$ cat src/rtl/encode_packet_stream.sv
// encode_packet_stream: slices one wide DFX word (address + data) into NUM_PKT
// Aurora-width flits. Each flit is {payload, ttl, seq, src}. The flits go out
// over a valid/ready handshake, and the last flit is flagged with pkt_last.
module encode_packet_stream #(
  parameter int DATA_WIDTH        = 1024,
  parameter int ADDR_WIDTH        = 10,
  parameter int DATA_DFX_WIDTH    = DATA_WIDTH + ADDR_WIDTH,
  parameter int AURORA_DATA_WIDTH = 256,
  parameter int TTL_W             = 2,
  parameter int SEQ_W             = 5,
  parameter int SRC_W             = 2,
  parameter int PAYLOAD_W         = AURORA_DATA_WIDTH - TTL_W - SEQ_W - SRC_W,
  parameter int NUM_PKT           = (PAYLOAD_W > 0) ?
                                    (DATA_DFX_WIDTH + PAYLOAD_W - 1) / PAYLOAD_W : 1
) (
  input  logic                         clk,
  input  logic                         rst_n,
  input  logic                         start_encode_pkt,
  input  logic [DATA_DFX_WIDTH-1:0]    data_dfx_send,
  input  logic [TTL_W-1:0]             cfg_ttl,
  input  logic [SRC_W-1:0]             cfg_src_router,
  output logic                         ready_encode_pkt,
  output logic                         encode_done,
  output logic                         encode_valid,
  input  logic                         fifo_ready,
  output logic                         pkt_last,
  output logic [AURORA_DATA_WIDTH-1:0] data_send
);

  // The word is zero-extended to a whole number of payload slices, so the
  // last flit is automatically right-aligned and zero-padded above.
  localparam int PAD_W = NUM_PKT * PAYLOAD_W;
  localparam logic [SEQ_W-1:0] SEQ_LAST = SEQ_W'(NUM_PKT - 1);

  generate
    if (PAYLOAD_W <= 0 || (NUM_PKT - 1) >= (1 << SEQ_W)) begin : g_param_check
      $error("encode_packet_stream: PAYLOAD_W must be >0 and NUM_PKT-1 must fit in SEQ_W");
    end
  endgenerate

  typedef enum logic [1:0] {
    IDLE = 2'd0,
    SEND = 2'd1,
    DONE = 2'd2
  } state_t;

  state_t                    state_q, state_d;
  logic [DATA_DFX_WIDTH-1:0] word_q;
  logic [TTL_W-1:0]          ttl_q;
  logic [SRC_W-1:0]          src_q;
  logic [SEQ_W-1:0]          seq_q;

  logic                         handshake;
  logic                         accept;
  logic [PAD_W-1:0]             word_pad;
  logic [SEQ_W-1:0]             flit_idx;
  logic [TTL_W-1:0]             flit_ttl;
  logic [SRC_W-1:0]             flit_src;
  logic [AURORA_DATA_WIDTH-1:0] next_flit;
  logic                         next_last;

  assign handshake = encode_valid && fifo_ready;
  assign accept    = (state_q == IDLE) && start_encode_pkt && ready_encode_pkt;

  // Build the next flit. In IDLE this is flit 0 taken straight from the inputs.
  // In SEND it is flit seq+1 taken from the latched word.
  always_comb begin
    word_pad = '0;
    flit_idx = '0;
    flit_ttl = cfg_ttl;
    flit_src = cfg_src_router;
    if (state_q == IDLE) begin
      word_pad[DATA_DFX_WIDTH-1:0] = data_dfx_send;
    end else begin
      word_pad[DATA_DFX_WIDTH-1:0] = word_q;
      flit_ttl = ttl_q;
      flit_src = src_q;
      flit_idx = pkt_last ? seq_q : seq_q + 1'b1;
    end
    next_flit = {word_pad[int'(flit_idx) * PAYLOAD_W +: PAYLOAD_W], flit_ttl, flit_idx, flit_src};
    next_last = (flit_idx == SEQ_LAST);
  end

  // State register.
  always_ff @(posedge clk or negedge rst_n) begin
    if (!rst_n) state_q <= IDLE;
    else        state_q <= state_d;
  end

  // Next-state logic. Unused encodings fall back to IDLE.
  always_comb begin
    state_d = state_q;
    case (state_q)
      IDLE:    if (accept) state_d = SEND;
      SEND:    if (handshake && pkt_last) state_d = DONE;
      DONE:    state_d = IDLE;
      default: state_d = IDLE;
    endcase
  end

  // Datapath and registered outputs: latch on accept, advance on each handshake,
  // and pulse done after the final flit.
  always_ff @(posedge clk or negedge rst_n) begin
    if (!rst_n) begin
      word_q           <= '0;
      ttl_q            <= '0;
      src_q            <= '0;
      seq_q            <= '0;
      ready_encode_pkt <= 1'b0;
      encode_done      <= 1'b0;
      encode_valid     <= 1'b0;
      pkt_last         <= 1'b0;
      data_send        <= '0;
    end else begin
      encode_done <= 1'b0;
      case (state_q)
        IDLE: begin
          if (accept) begin
            word_q           <= data_dfx_send;
            ttl_q            <= cfg_ttl;
            src_q            <= cfg_src_router;
            seq_q            <= '0;
            ready_encode_pkt <= 1'b0;
            encode_valid     <= 1'b1;
            data_send        <= next_flit;
            pkt_last         <= next_last;
          end else begin
            ready_encode_pkt <= 1'b1;
          end
        end
        SEND: begin
          if (handshake) begin
            if (pkt_last) begin
              encode_valid <= 1'b0;
              data_send    <= '0;
              pkt_last     <= 1'b0;
              encode_done  <= 1'b1;
            end else begin
              seq_q     <= flit_idx;
              data_send <= next_flit;
              pkt_last  <= next_last;
            end
          end
        end
        DONE: begin
          ready_encode_pkt <= 1'b1;
        end
        default: begin
          ready_encode_pkt <= 1'b0;
          encode_valid     <= 1'b0;
          pkt_last         <= 1'b0;
          data_send        <= '0;
        end
      endcase
    end
  end

endmodule

$ cat config.mk
export PLATFORM = sky130hd
export DESIGN_NAME = encode_packet_stream
export DESIGN_NICKNAME = d
export VERILOG_FILES = /design/src/rtl/encode_packet_stream.sv
export SDC_FILE = /design/constraint.sdc
export NUM_CORES = 2
export LEC_CHECK = 0
export CORE_AREA = 2 2 511 513
export CTS_CLUSTER_DIAMETER = 100
export CTS_CLUSTER_SIZE = 10
export DETAILED_ROUTE_END_ITERATION = 10
export DIE_AREA = 0 0 513 515
export HOLD_SLACK_MARGIN = 0.08
export REMOVE_ABC_BUFFERS = 1
export SLEW_MARGIN = 20
export SYNTH_ARGS = -nofsm -noshare
export SYNTH_HDL_FRONTEND = slang
export SYNTH_SLANG_ARGS = --single-unit
$ cat constraint.sdc
create_clock -name clk -period 1.9 [get_ports clk]
set_input_delay 0.38 -clock clk [delete_from_list [all_inputs] [get_ports clk]]
set_output_delay 0.38 -clock clk [all_outputs]
set_load 0.005 [all_outputs]
* After elaboration in Yosys (flattened, before gate mapping)
Index checks and enable logic that the tools add are counted.
** Cells by class
- $add $sub $neg :: 1
- $mul :: 1
- Equal/unequal tests :: 8
- Shifts and indexed selects :: 1
- Multiplexer cells :: 29
- Bitwise gates (word level) :: 1
- Reductions and logical operators :: 11
** Operator list (number)
- 1235-bit by 14-bit indexed part select with 247-bit output :: 1
- 1034-bit two-way mux :: 1
- 256-bit two-way mux :: 3
- 256-bit case mux with 3 select lines :: 1
- 5-bit two-way mux :: 5
- 5-bit by 8-bit multiplier with 13-bit output (second input constant) :: 1
- 1-bit two-way mux :: 10
- 2-bit inequality test (second input constant) :: 5
- 5-bit case mux with 2 select lines :: 1
- 1-bit case mux with 3 select lines :: 3
- 2-bit two-way mux :: 4
- 4-bit AND reduction :: 2
- 5-bit by 1-bit adder with 5-bit output (second input constant) :: 1
- 5-bit by 3-bit equality test with 1-bit output (second input constant) :: 1
- 1-bit logical AND :: 4
- 2-bit case mux with 2 select lines :: 1
- 2-bit AND reduction :: 2
- 3-bit AND reduction :: 1
- 2-bit by 1-bit equality test with 1-bit output (second input constant) :: 1
- 2-bit equality test (second input constant) :: 1
- 2-bit zero test :: 1
- 2-bit nonzero test :: 1
- 1-bit inverter :: 1
** Storage, ports and cells
- Flip-flop bits (word level) :: 1305
- Input bits :: 1042
- Output and inout bits :: 260
- Logic and storage cells :: 62

* Longest topological paths before layout
- Word-level depth :: 8
- Mapped depth :: 9
- Gate-level depth less buffers :: 6

* Worst setup path before layout
Ideal clock, no wire load.
- Kind :: flip-flop to flip-flop
- Start point :: reg seq_q[1]
- End point :: reg data_send[55]
- Arrival :: 1.960 ns
- Slack :: -0.181 ns
- Stages on the path, launching flop included :: 10
- Buffers on the path :: 3
- Path through :: dfrtp_1 -> ha_1 -> mux2_2 -> buf_2 -> nand2_1 -> buf_2 -> buf_2 -> a311o_1 -> o21ai_0 -> a22o_1
** On the way
- Word-level cells in the longest chain between the ends :: 8
- Elaborated cells between the ends (all ways) :: 9
- Classes of those cells :: add/sub: 1; mul: 1; shift: 1; mux: 6
** Ends and longest elaborated chain
- from (decl) :: RTL line 51 : logic [SEQ_W-1:0] seq_q;
- from (signal assigned) :: RTL line 139 : seq_q <= flit_idx;
- 5-bit by 1-bit adder with 5-bit output :: RTL line 78 : flit_idx = pkt_last ? seq_q : seq_q + 1'b1;
- 5-bit two-way mux * :: RTL line 78
- 5-bit two-way mux * :: RTL line 72 : if (state_q == IDLE) begin
- 5-bit by 8-bit multiplier with 13-bit output * :: RTL line 80 : next_flit = {word_pad[int'(flit_idx) * PAYLOAD_W +: PAYLOAD_W], flit_ttl, flit_idx, flit_src};
- 1235-bit by 14-bit indexed part select with 247-bit output * :: RTL line 80
- 256-bit two-way mux :: RTL line 133 : if (pkt_last) begin
- 256-bit two-way mux :: RTL line 132 : if (handshake) begin
- 256-bit case mux with 3 select lines * :: RTL line 116 : case (state_q)
- to (signal assigned) :: RTL line 125 : data_send <= next_flit;
- to (signal assigned) :: RTL line 140 : data_send <= next_flit;
- to (decl) :: RTL line 27 : output logic [AURORA_DATA_WIDTH-1:0] data_send
Mark *: on every way between the ends. The rest lies on a longest branch, timed or not. The select of a mux whose other input is x is not followed.
A chain may end at the register's enable or synchronous reset.

* Worst setup path after layout
- Start point :: reg seq_q[1]
- End point :: reg data_send[223]
The elaborated chain is that of the path after synthesis.

==> results.py <==
metrics = {
    "pwr": {
        "p_sw_mw": 13.5,
        "p_sw_share_pct": 23.2,
        "power_mw": 58.1,
        "p_leak_nw": 42.9,
        "power_density_mw_per_mm2": 653,
        "p_comb_share_pct": 7.0,
        "ir_drop_mv": 0.848,
        "intPower_mw": 44.6,
        "sequentialPowerShare_pct": 47.8,
        "p_clk_share_pct": 45.2,
    },
    "logic_synthesis": {
        "ys_types": 51,
        "yosys_register_bits": 1305,
        "yosysSeqAreaShare_pct": 56.0,
        "synth_cells": 6901,
        "ys_warn_count": 0,
        "syn_area_per_cell_um2": 8.45,
        "synth_edf_count": 0,
        "ys.flop_type": "dfrtp_1",
        "async_flop_share_pct": 100,
        "syn_area_mm2": 0.0583,
    },
    "route": {
        "drtAntennaViolNets": 0,
        "vias": 58035,
        "drc": 0,
        "viasPerCell": 4.75,
        "wl_per_cell_um": 22.9,
        "wl_mm": 280,
        "dr.pass1.iters": 6,
        "route.top_layer_used": "met5",
        "wl_met1_mm": 114,
        "wl_met3_mm": 20.1,
        "drtIter0Drc": 5755,
        "wl_met2_mm": 133,
    },
    "sta": {
        "period_share_pct": 122,
        "maxSlewHeadroom_pct": 67.1,
        "rsz0062_at_grt": "yes",
        "worstMarginPinSlew_ns": 0.494,
        "maxSlewViolCount": 0,
        "fin_crit_ns": 2.31,
        "finalSetupViolCount": 1169,
        "layout_setup_ws_ns": -0.409,
        "hold_ws_ns": 0.148,
        "fmax_mhz": 433,
        "finalHoldViolations": 0,
        "clock_skew_ns": 0.0327,
    },
    "critical_path": {
        "r2r_slack_ns": -0.41,
        "reg2regPathDepth": 11,
        "end_kind": "flip-flop",
        "crit_type": "reg -> reg",
        "reg2reg_from": "seq_q[1]",
        "worstPathRequired_ns": 2.57,
        "timing.rr.end": "data_send[223]",
        "endpoint": "data_send[223]",
        "crit_arrival_ns": 2.98,
        "crit_start": "seq_q[1]",
        "startpoint_type": "flip-flop",
        "crit_path_max_fanout": 6,
    },
    "floorplanning": {
        "die_area_mm2": 0.264,
        "fp.dieW_um": 513,
        "core_mm2": 0.259,
        "rows": 187,
        "io_pins": 1302,
        "initial_core_util_pct": 22.5,
        "die_y_um": 515,
    },
    "clock_tree": {
        "numCtsBuffers": 151,
        "cts_buffer_depth": 3,
        "clkTransAtPathRegs_ns": 0.06,
        "insertion_delay_ns": 0.80,
        "cts-root-buf": "clkbuf_16",
        "cts_max_level": 4,
        "cts_tree": "yes",
        "cts.sinks": 1305,
    },
    "placed_design": {
        "post-place-ws_ns": -0.789,
        "place_area_mm2": 0.0792,
        "gp_congestion": 0.913,
        "hpwlAfterDp_mm": 203,
        "port_buffers": 1301,
    },
    "run": {
        "maxCapViolCount": 0,
    },
    "global_route": {
        "grt_max_degree": 95,
        "grt_pass1_wl_mm": 395,
        "antenna_found_initial": 37,
        "track_usage_pct": 20.1,
        "grt-ovfl-total": 0,
        "grt_pass1_vias": 58184,
    },
    "cells_and_area": {
        "mostFrequentLayoutCells": "nand2_1, dfrtp_1, clkdlybuf4s50_1, buf_4, dlygate4sd3_1",
        "final_util_pct": 34.4,
        "mostFrequentLayoutCell": "nand2_1",
        "drive_gt1_share_pct": 12.4,
        "nets": 9833,
        "final_cell_area_mm2": 0.0890,
        "syn2layout_area_growth_pct": 52.7,
        "fillerInstances": 26085,
    },
    "status": {
        "status": "finished, violations left",
        "violations": "setup timing",
    },
    "worst_hold_path": {
        "hold_class": "in -> reg",
    },
}
logic make-up after synthesis:
logic type,Yosys count,synth area share (%)
xor+xnor,6,0.103
fa+ha+maj,1,0.0215
compound gates,643,8.98
mux,167,2.89
buf+inv,497,3.85
simple gates,4282,28.1
flops,1305,56.0
power groups by stage:
stage	Sequential, mW	Clock [mW]	Combinational (mW)
6_report	27.8	26.3	4.04
5_1_grt	27.8	27.8	4.25
2_1_floorplan	28.3	0	0.0298
4_1_cts	27.8	26.8	4.06
3_5_place_dp	28.3	0	3.48
3_3_place_gp	28.3	0	3.50
through the flow:
| step | TNS, ns | std cells |
|---|---|---|
| 2_1_floorplan | - | 6406 |
| 3_5_place_dp | -288.03 | 11636 |
| 4_1_cts | -177.66 | 12167 |
| 3_3_place_gp | -281.66 | 11636 |
| 6_report | -159.15 | 12230 |
| 5_1_grt | -240.38 | 12225 |
registers in the layout, indices dropped and copies added (netlist names):
name and cells:
seq_q 5, state_q 2, data_send 256, ready_encode_pkt 1, encode_valid 1, pkt_last 1, encode_done 1, src_q 2
word_q 1034, ttl_q 2
layout make-up:
| class | count | area (um^2) | area share, % |
|---|---|---|---|
| multi-input cells | 5099 | 24300 | 27.3 |
| inverters | 2 | 7.51 | 0.00843 |
| clock inverters | 17 | 265 | 0.298 |
| clock buffers | 154 | 3830 | 4.31 |
| diodes | 20 | 50.0 | 0.0562 |
| flip-flops and latches | 1305 | 32700 | 36.7 |
| repair buffers | 2231 | 23600 | 26.5 |
| well taps | 3402 | 4260 | 4.78 |
synthesized netlist by cell type, drive strengths merged, types with 2 or more instances:
master / n / share of area (%)
o21ai: 132 / 1.1
buf: 267 / 2.4
a31oi: 129 / 1.4
nor4: 2 / 0.021
a32oi: 46 / 0.69
mux2i: 165 / 2.8
clkbuf: 228 / 1.5
nand2: 3923 / 25
dfrtp: 1305 / 56
a311o: 72 / 1.2
xor2: 2 / 0.030
a32o: 128 / 2.2
nand3: 129 / 1.1
a21oi: 2 / 0.017
a21o: 7 / 0.090
nor2: 137 / 0.89
a22o: 72 / 1.1
nor3: 74 / 0.64
o221ai: 46 / 1.0
nand2b: 5 / 0.054
inv: 2 / 0.013
a22oi: 5 / 0.064
xnor2: 4 / 0.073
worst min-delay path by stage:
stage | start | endpoint | slack (ns) | cells after the start
floorplan | rst_n | data_send[0] | 0.08 | 0
global placement | rst_n | data_send[157] | 0.29 | 1
detailed placement | rst_n | data_send[157] | 0.29 | 1
CTS | data_dfx_send[403] | word_q[403] | 0.08 | 3
global route | data_dfx_send[477] | word_q[477] | 0.10 | 3
finish | data_dfx_send[477] | word_q[477] | 0.15 | 3
metal layers:
metal	vias to the layer above	track usage, %
met5	-	0
met4	18	9.13
met3	518	3.43
met2	2899	33.0
met1	28512	25.7
li1	26088	-
worst max-delay path: stages, from the launching register on:
cell	delay [ns]
dfrtp_1	0.41
ha_4	0.19
buf_6	0.11
and3b_1	0.19
a22oi_2	0.23
o21ai_2	0.11
nor2b_4	0.15
buf_6	0.12
buf_12	0.14
buf_12	0.15
clkbuf_16	0.15
a22o_1	0.19
what timing repair did:
action | in CTS | in global routing
cloned | 17 | 25
setup buffers | 29 | 21
gates resized for setup | 585 | 245
pin swaps | 8 | 176
hold buffers | 315 | 0
setup endpoints to repair | 1342 | 1407
endpoints found under the hold margin | 1029 | 0
No activity file was read; power rests on OpenSTA's default activity.
